==> src/rtl/uart_pkg.sv <==
// Definitions shared by the UART receiver and transmitter: word width,
// default bit period and the receiver FSM state type.
package uart_pkg;

   localparam int unsigned UART_DATA_BITS    = 8;
   localparam int unsigned UART_CLKS_PER_BIT = 105;

   typedef enum logic [2:0] {
      ST_IDLE,
      ST_START,
      ST_DATA,
      ST_STOP,
      ST_BREAK
   } rx_state_t;

endpackage

==> src/rtl/sync_2ff.sv <==
// Two-flop synchroniser for a single asynchronous level input.
// The reset value lets idle-high lines come out of reset already idle.
module sync_2ff #(
   parameter logic RESET_VAL = 1'b0
) (
   input  logic clk,
   input  logic rst_n,
   input  logic d,
   output logic q
);

   logic meta;

   always_ff @(posedge clk or negedge rst_n) begin
      if (!rst_n) begin
         meta <= RESET_VAL;
         q    <= RESET_VAL;
      end else begin
         meta <= d;
         q    <= meta;
      end
   end

endmodule

==> src/rtl/uart_rx_frame.sv <==
// 8N1 UART receiver: start-bit search, mid-bit sampling, stop check,
// one-entry hold register with valid/ready, framing-error and overrun pulses.
module uart_rx_frame
   import uart_pkg::*;
#(
   parameter int unsigned CLKS_PER_BIT = UART_CLKS_PER_BIT
) (
   input  logic                      clk,
   input  logic                      rst_n,
   input  logic                      rx,
   output logic [UART_DATA_BITS-1:0] rx_data,
   output logic                      rx_valid,
   input  logic                      rx_ready,
   output logic                      frame_err,
   output logic                      overrun
);

   localparam int unsigned HALF = CLKS_PER_BIT / 2;
   localparam int unsigned CW   = $clog2(CLKS_PER_BIT);
   localparam logic [CW-1:0] CNT_LAST = CW'(CLKS_PER_BIT - 1);
   localparam logic [CW-1:0] CNT_HALF = CW'(HALF - 1);

   logic                      rx_s;
   rx_state_t                 state;
   logic [CW-1:0]             cyc_cnt;
   logic [2:0]                bit_cnt;
   logic [UART_DATA_BITS-1:0] shreg;
   logic                      done_good;
   logic                      done_bad;

   sync_2ff #(
      .RESET_VAL (1'b1)
   ) u_sync (
      .clk   (clk),
      .rst_n (rst_n),
      .d     (rx),
      .q     (rx_s)
   );

   always_ff @(posedge clk or negedge rst_n) begin
      if (!rst_n) begin
         state     <= ST_IDLE;
         cyc_cnt   <= '0;
         bit_cnt   <= '0;
         shreg     <= '0;
         done_good <= 1'b0;
         done_bad  <= 1'b0;
      end else begin
         done_good <= 1'b0;
         done_bad  <= 1'b0;
         case (state)
            ST_IDLE: begin
               if (!rx_s) begin
                  state   <= ST_START;
                  cyc_cnt <= '0;
                  bit_cnt <= '0;
               end
            end
            ST_START: begin
               if (cyc_cnt == CNT_HALF) begin
                  cyc_cnt <= '0;
                  state   <= rx_s ? ST_IDLE : ST_DATA;
               end else begin
                  cyc_cnt <= cyc_cnt + 1'b1;
               end
            end
            ST_DATA: begin
               if (cyc_cnt == CNT_LAST) begin
                  cyc_cnt        <= '0;
                  shreg[bit_cnt] <= rx_s;
                  if (bit_cnt == 3'd7) begin
                     state <= ST_STOP;
                  end else begin
                     bit_cnt <= bit_cnt + 1'b1;
                  end
               end else begin
                  cyc_cnt <= cyc_cnt + 1'b1;
               end
            end
            ST_STOP: begin
               if (cyc_cnt == CNT_LAST) begin
                  cyc_cnt <= '0;
                  if (rx_s) begin
                     done_good <= 1'b1;
                     state     <= ST_IDLE;
                  end else begin
                     done_bad <= 1'b1;
                     state    <= ST_BREAK;
                  end
               end else begin
                  cyc_cnt <= cyc_cnt + 1'b1;
               end
            end
            ST_BREAK: begin
               if (rx_s) begin
                  state <= ST_IDLE;
               end
            end
            default: state <= ST_IDLE;
         endcase
      end
   end

   // Completion flags land one edge after the stop sample, so a drain and a
   // load coinciding on that edge keep rx_valid high with the new byte.
   always_ff @(posedge clk or negedge rst_n) begin
      if (!rst_n) begin
         rx_data   <= '0;
         rx_valid  <= 1'b0;
         frame_err <= 1'b0;
         overrun   <= 1'b0;
      end else begin
         frame_err <= done_bad;
         overrun   <= 1'b0;
         if (done_good) begin
            if (!rx_valid || rx_ready) begin
               rx_data  <= shreg;
               rx_valid <= 1'b1;
            end else begin
               overrun <= 1'b1;
            end
         end else if (rx_valid && rx_ready) begin
            rx_valid <= 1'b0;
         end
      end
   end

endmodule

==> config.mk <==
export PLATFORM = sky130hd
export DESIGN_NAME = uart_rx_frame
export DESIGN_NICKNAME = d
export VERILOG_FILES = /design/src/rtl/uart_pkg.sv /design/src/rtl/sync_2ff.sv /design/src/rtl/uart_rx_frame.sv
export SDC_FILE = /design/constraint.sdc
export NUM_CORES = 1
export LEC_CHECK = 0
export CAP_MARGIN = 40
export CORE_MARGIN = 2
export CORE_UTILIZATION = 37
export CTS_CLUSTER_DIAMETER = 120
export DETAILED_ROUTE_END_ITERATION = 8
export GPL_ROUTABILITY_DRIVEN = 0
export RECOVER_POWER = 100
export SYNTH_ARGS = -nofsm -noshare
export SYNTH_HDL_FRONTEND = slang
export SYNTH_HIERARCHICAL = 1
export SYNTH_SLANG_ARGS = --single-unit
==> constraint.sdc <==
create_clock -name clk -period 3.2 [get_ports clk]
set_input_delay 0.48 -clock clk [delete_from_list [all_inputs] [get_ports clk]]
set_output_delay 0.48 -clock clk [all_outputs]
set_load 0.02 [all_outputs]
* Word level (Yosys, flattened, before mapping)
Index checks and enable logic that the tools add are counted.
** Storage, ports and cells
- Word-level logic and storage cells :: 77
- Output and inout bits :: 11
- Bits in registers :: 36
** Cells by class
- $add $sub $neg :: 2
- Mux-type cells :: 31
- Magnitude comparators :: 2
- Eq/ne operators :: 15
- Reductions and logical operators :: 15
** Operator list (count)
- $mux 3 :: 10
- $mux 7 :: 3
- $pmux 7 s3 :: 1
- $pmux 3 s5 :: 1
- $mux 1 :: 12
- $ne 2x2->1 const B :: 6
- $bwmux 8 :: 1
- $reduce_and 2->1 :: 4
- $add 7x1->7 const B :: 1
- $eq 7x6->1 const B :: 1
- $eq 7x7->1 const B :: 1
- $eq 3x2->1 const B :: 2
- $eq 3x3->1 const B :: 2
- $pmux 3 s2 :: 1
- $reduce_and 6->1 :: 1
- $lt 3x4->1 const B :: 1
- $ne 2x1->1 const B :: 2
- $reduce_and 4->1 :: 1
- $reduce_bool 2->1 :: 2
- $add 3x1->3 const B :: 1
- $demux 1 s3 :: 1
- $eq 3x1->1 const B :: 1
- $ge 3x1->1 const B :: 1
- $logic_not 3->1 :: 1
- 6 further kinds :: 7

* Longest topological paths before layout
Gate-level depths: netlist of the first run.
- Depth in word-level cells :: 5
- Gate-level depth with buffers :: 7

* Hierarchy
The synthesis of the first run kept the hierarchy.
** By module, submodules not included
- uart_rx_frame :: cells an instance 150, seq. area each 850.8 µm², area each 1641.6 µm², times used 1
- sync_2ff :: cells an instance 2, seq. area each 52.6 µm², area each 52.6 µm², times used 1

* Worst setup path before layout of the first run
No wires, ideal clock.
- Path type :: flip-flop to flip-flop
- From :: reg bit_cnt[0]
- To :: reg bit_cnt[0]
- Setup slack :: 1.307 ns
- Setup time :: 0.126 ns
- Buffers on the path :: 0
- Data required time :: 3.074 ns
- Period minus slack after synthesis :: 1.893 ns
- Arrival time :: 1.767 ns
- Stages on the path, launching flop included :: 7
- Path through :: dfrtp_1 > ha_1 > ha_1 > and2b_1 > nand3_4 > a211o_1 > a221o_1
** Between the ends
- Longest elaborated chain between the ends :: 4
- Elaborated cells between the ends (all ways) :: 7
- Those cells by class :: 1 x add/sub; 2 x eq/ne; 3 x mux; 1 x reduce/logical
** Ends and longest elaborated chain
- from (decl) :: line uart_rx_frame.sv:26 : logic [2:0] bit_cnt;
- from (signal assigned) :: line uart_rx_frame.sv:74 : bit_cnt <= bit_cnt + 1'b1;
- $add 3x1->3 :: line uart_rx_frame.sv:74
- $mux 3 :: line uart_rx_frame.sv:71 : if (bit_cnt == 3'd7) begin
- $mux 3 :: line uart_rx_frame.sv:68 : if (cyc_cnt == CNT_LAST) begin
- $pmux 3 s2 :: line uart_rx_frame.sv:51 : case (state)
Parallel ways exist; a longest one is shown, timed or not. The select of a mux whose other input is x is not followed.
A chain may end at the register's enable or synchronous reset.

* Worst setup path after layout of the first run
- From :: reg cyc_cnt[0]
- To :: reg cyc_cnt[5]
** Between the ends
- Longest elaborated chain between the ends :: 3
- Elaborated cells between the ends (all ways) :: 6
- Those cells by class :: 1 x add/sub; 2 x eq/ne; 3 x mux
** Ends and longest elaborated chain
- from (decl) :: line uart_rx_frame.sv:25 : logic [CW-1:0] cyc_cnt;
- from (signal assigned) :: line uart_rx_frame.sv:64 : cyc_cnt <= cyc_cnt + 1'b1;
- from (signal assigned) :: line uart_rx_frame.sv:77 : cyc_cnt <= cyc_cnt + 1'b1;
- from (signal assigned) :: line uart_rx_frame.sv:91 : cyc_cnt <= cyc_cnt + 1'b1;
- $add 7x1->7 (tied with other cells) :: line uart_rx_frame.sv:64, uart_rx_frame.sv:77, uart_rx_frame.sv:91
- $mux 7 (on tied branches) :: line uart_rx_frame.sv:68, uart_rx_frame.sv:81, uart_rx_frame.sv:60
- $pmux 7 s3 (*) :: line uart_rx_frame.sv:51
Mark *: on every way between the ends. The rest lies on a longest branch, timed or not.

==> flow_summary.ini, run 1 <==
[sta]
tightest_slew_ps = 914
hold_viol_final = 0
fin_skew_ps = 7.69
setup_viol = 0
fin_setup_tns_ps = 0
rsz0062_at_grt = no
final_max_slew_viol_count = 0
hold_slack_ps = 351
period_minus_slack_ps = 2460
fmax_mhz = 407
min_period_over_period_pct = 76.8
slew_headroom_pct = 38.5
final.setup.worst_slack_ps = 743

[synth]
synth_fp_nets = 160
postSynthCellCount = 152
synth_edf_count = 0
syn-mean-instance-area_sq_um = 11.1
ys_seq_area_share_pct = 53.3
synthFlopType = dfrtp_1
ys_async_sr_fraction_pct = 100
synth.distinct_cells = 41
synth-seq-cells = 36
ys.warnings.count = 6
syn_area_sq_um = 1690

[detailed_routing]
firstDrtPassIters = 4
ant_nets = 0
wl_per_cell_microns = 14.2
wirelength_microns = 3150
viasPerCell = 5.29
routed-via-count = 1169
drc = 0
drt_iter0_drc = 70

[hold_path]
min_path_cells = 0
min_to = frame_err
worstHoldStart = done_bad
hp-class = reg2reg

[global_route]
grt_pass1_wl_microns = 5570
grt_max_degree = 37
grt_pass1_vias = 1144
grt_usage_pct = 14.0
overflow = 0
antenna_found_initial = 0

[critical_path]
cp.arrival_ps = 2620
cp_max_fo = 8
slowest_delay_ps = 740
reg2reg_depth = 6
crit_chain = inv_1 > ha_1 > and4b_1 > a21boi_0 > o21bai_1 > o311ai_0
r2r_end = cyc_cnt[5]
setup.worst_path.start_class = register
rr_startpoint = cyc_cnt[0]
regToRegSetupSlack_ps = 740
crit_type = reg2reg
critPathRequiredTime_ps = 3360
cp-end-kind = register
crit_slowest_cell = a21boi_0

[power_and_ir_drop]
switchingPower_w = 0.000183
peakVddDrop_v = 0.000206
powerDensity_nw_per_um2 = 410
comb_power_share_pct = 1.8
sw_frac_of_total_pct = 23.0
seqPwrFrac_pct = 57.8
p_clk_share_pct = 40.5
internal_power_w = 0.000613
power_leakage_nw = 0.903

[clock_network]
cts_root_buffer = clkbuf_8
clk_latency_ps = 300
cts_tree = done
cts_hold_buffers = 0
cts_resized = 0
post_cts_buffers = 0
clk_pin_slew_worst_paths_ps = 70
cts_made_buffers = 5
htree_levels = 2
clock_path_buffers = 2
cts.sinks = 36

[layout]
syn2layout_area_growth_pct = 14.7
drive_gt1_share_pct = 18.3
antennaDiodeCount = 0
design_area_sq_um = 1940
fin_nets = 176

[floorplan]
start_util_pct = 38.6
die-area_sq_um = 5140
ios = 15
row_count = 24
core-area_sq_um = 4380
die_h_microns = 71.7
fp.dieW_microns = 71.7

[placement]
numPortBuffers = 14
dp_hpwl_microns = 2120
dpl_cell_area_sq_um = 1870
pre_cts_slack_ps = 1130

[job]
maxCapViolCount = 0

[outcome]
outcome = finished, final reports clean
## power by group through the flow
stage / Combinational (W) / Clock [W] / Sequential, W
CTS: 0.0000158 / 0.000336 / 0.000460
floorplan: 0.00000285 / 0 / 0.000467
detailed placement: 0.0000158 / 0 / 0.000469
finish: 0.0000139 / 0.000322 / 0.000460
global placement: 0.0000152 / 0 / 0.000469
global route: 0.0000168 / 0.000354 / 0.000460
## cell usage after synthesis (3+ instances only)
cell      instances  share of area [%]
nand2b_1          6                2.2
mux2_2           16                 11
o21ai_0           6                1.8
nor3_1            7                2.1
a21oi_1           3               0.89
ha_1              4                3.0
and2_1            3                1.1
dfrtp_1          34                 50
inv_1             4               0.89
nor4_1            3                1.1
nor2_1            8                1.8
nand3_1           4                1.2
nand2_1          16                3.5
## area by class of cell
type / count / area, sq um
well taps: 52 / 65.1
repair buffers: 15 / 148
multi-input cells: 106 / 724
clock inverters: 3 / 18.8
flip-flops and latches: 36 / 903
inverters: 4 / 15.0
fillers: 426 / 2440
clock buffers: 5 / 68.8
## per-stage QoR
step	power (W)	util, %	std cells
after global placement	0.000484	42.8	213
after floorplan	0.000470	-	152
final	0.000796	44.3	221
after CTS	0.000812	44.7	221
after global routing	0.000831	44.3	221
after detailed placement	0.000485	42.8	213
## how the worst max path moves through the flow
stage               startpoint          to  slack [ps]  depth (start not counted)
floorplan           bit_cnt[0]  bit_cnt[0]        1310                          6
global placement    bit_cnt[0]  bit_cnt[0]        1130                          6
detailed placement  bit_cnt[0]  bit_cnt[0]        1130                          6
CTS                 bit_cnt[0]  bit_cnt[0]        1120                          6
global route        cyc_cnt[0]  cyc_cnt[5]         520                          6
finish              cyc_cnt[0]  cyc_cnt[5]         740                          6
## critical path: cells and delay by family, from the launching register on
kind	cells	cell delay (ps)
AND/OR/NAND/NOR	1	230
flip-flops	1	410
adder cells (fa/ha/maj)	1	200
buffers and inverters	1	60
AO/OA/AOI/OAI	3	1430
## sequential cells by signal, summed over array words and instances (netlist names)
name         count
bit_cnt          3
cyc_cnt          7
done_bad         1
done_good        1
frame_err        1
overrun          1
rx_data          8
rx_valid         1
shreg            8
state            3
u_sync/meta      1
u_sync/q         1
## logic make-up after synthesis
family	Yosys count	synth area share (%)
simple gates	60	19.3
flops	36	53.3
compound gates	26	11.0
mux	16	10.6
buf+inv	10	2.81
fa+ha+maj	4	2.95
## cells in the final DEF (no fill, tap or decap), types with 2 or more instances in the layout
cell,netlist,layout
inv_1,4,4
o22ai_1,2,2
a2111oi_0,2,2
dfrtp_1,34,34
and2_1,3,3
ha_1,4,4
dlygate4sd3_1,0,14
nor3_1,7,7
o311ai_0,0,2
o21ai_0,6,6
nor4_1,3,3
clkbuf_8,0,5
a21oi_1,3,3
dfstp_2,2,2
nand3_1,4,5
clkinv_2,0,2
mux2_2,16,16
nor2_1,8,8
nand2b_1,6,6
nand2_1,16,17
o211ai_1,2,2
a221o_1,2,2
or2_2,2,2
## metal layers
layer	vias up	global-route usage, %	wire, microns
met5	-	0	0
met1	562	19.2	1490
met3	3	5.49	170
li1	574	-	-
met4	0	3.35	24
met2	30	20.9	1460
(Power assumes the default switching activity.)
==> inputs of run 2 (changes only) <==
- clock period: 3.2 -> 2.1 ns (I/O delays scaled with it)
==> run 2 against run 1 <==
Compared with the run above:
- sequential power is 52% higher
- global-route usage is 0.25 points higher
- first-iteration DRC count is 30% higher
- worst setup slack worse by 600 ps
- total power is 66% higher
- clock power is 86% higher
- critical path depth stayed put
- combinational power is 47% higher
- cell count is 2.3% higher
- core utilization is 1.8 points higher
- critical path type unchanged
- largest cell class unchanged
- largest power group unchanged
==> flow_summary.ini, run 2 (synthesis gave the netlist of run 1 again) <==
[clock_network]
cts_resized = 0
cts_made_buffers = 5
cts.sinks = 36
clk_latency_ps = 290
cts_tree = done
cts_root_buffer = clkbuf_8
clk_pin_slew_worst_paths_ps = 80
cts_hold_buffers = 0
htree_levels = 2
clock_path_buffers = 2
post_cts_buffers = 0

[critical_path]
crit_type = reg2reg
cp-end-kind = register
crit_start = cyc_cnt[0]
critPathRequiredTime_ps = 2290
crit_slowest_cell = dfrtp_1
rr_startpoint = cyc_cnt[0]
crit_chain = inv_1 > ha_1 > and4b_1 > nand2_2 > nor4_1 > mux2_2
cp_max_fo = 9
cp.arrival_ps = 2140
setup.worst_path.start_class = register
slowest_delay_ps = 420

[placement]
numPortBuffers = 14
pre_cts_slack_ps = 116
placed_cells = 218
dp_hpwl_microns = 2280
dpl_cell_area_sq_um = 1910

[floorplan]
core-area_sq_um = 4380
ios = 15
row_count = 24
die_h_microns = 71.7
fp.dieW_microns = 71.7
die-area_sq_um = 5140
start_util_pct = 38.6

[power_and_ir_drop]
peakVddDrop_v = 0.000600
powerDensity_nw_per_um2 = 654
power_leakage_nw = 0.935

[hold_path]
hp-class = reg2reg
worstHoldStart = done_bad

[detailed_routing]
drc = 0
routed-via-count = 1204
wl_per_cell_microns = 14.4
firstDrtPassIters = 4
ant_nets = 0
wirelength_microns = 3260
viasPerCell = 5.33
drt_iter0_drc = 91

[sta]
tightest_slew_ps = 868
period_minus_slack_ps = 1950
rsz0062_at_grt = no
hold_viol_final = 0
fin_setup_tns_ps = 0
setup_viol = 0
min_period_over_period_pct = 93.1
fin_skew_ps = 9.68
final.setup.worst_slack_ps = 145
slew_headroom_pct = 42.1
fmax_mhz = 512
final_max_slew_viol_count = 0

[layout]
reg_top3 = rx_data x8, shreg x8, cyc_cnt x7
final_common_cell = dfrtp_1
fin_cells = 226
syn2layout_area_growth_pct = 19.3
design_area_sq_um = 2020
fillers = 403
final_cell_mix = dfrtp_1 (34), nand2_1 (16), mux2_2 (16)
antennaDiodeCount = 0
fin_nets = 181
drive_gt1_share_pct = 22.4
final_core_util_pct = 46.1

[global_route]
grt_max_degree = 37
antenna_found_initial = 0
grt_pass1_vias = 1180
grt_pass1_wl_microns = 5580
overflow = 0
grt_usage_pct = 14.2

[outcome]
outcome = finished, final reports clean

[job]
maxCapViolCount = 0
[run 2: cell count changes in the layout (fill, tap and decap cells not counted), sizes merged]
cell	change
clkinv	-2
clkbuf	+1
clkinvlp	+1
buf	+4
bufinv	+1
[run 2: worst paths after layout]
check	to	slack, ps	depth (start not counted)
setup / recovery	shreg[0]	150	6
min in group asynchronous	overrun	670	2
setup reg to reg	shreg[0]	150	6
max in group asynchronous	cyc_cnt[5]	880	2
hold / removal	frame_err	350	0
hold reg to reg	frame_err	350	0
[run 2: cell type report]
| cell class | instances | area (sq um) | area share, % |
|---|---|---|---|
| Clock buffer | 5 | 68.8 | 3.41 |
| Clock inverter | 3 | 42.5 | 2.11 |
| Inverter | 4 | 15.0 | 0.743 |
| Multi-Input combinational cell | 106 | 743 | 36.8 |
| Sequential cell | 36 | 903 | 44.7 |
| Tap cell | 52 | 65.1 | 3.22 |
| Timing Repair Buffer | 20 | 183 | 9.04 |
[run 2: layer usage]
metal | share of wire, % | track usage [%]
met4 | 1.6 | 6.50
met5 | 0 | 0
met1 | 47 | 18.6
met3 | 3.9 | 4.22
met2 | 47 | 21.8
[run 2: critical path, delay by kind of cell (launching register included)]
kind / cells / cell delay [ps]
fa+ha+maj: 1 / 130
buf+inv: 1 / 80
flops: 1 / 420
mux: 1 / 370
simple gates: 3 / 860
[run 2: where the power goes]
group	internal, W	switching [W]
clock network	0.000351	0.000249
registers	0.000697	0.00000470
logic	0.00000574	0.0000147
[run 2: stage by stage]
step | hold WS [ps] | power (W)
floorplan | 19.4 | 0.000716
global placement | 336 | 0.000738
detailed placement | 335 | 0.000738
CTS | 351 | 0.00135
global route | 356 | 0.00138
finish | 349 | 0.00132
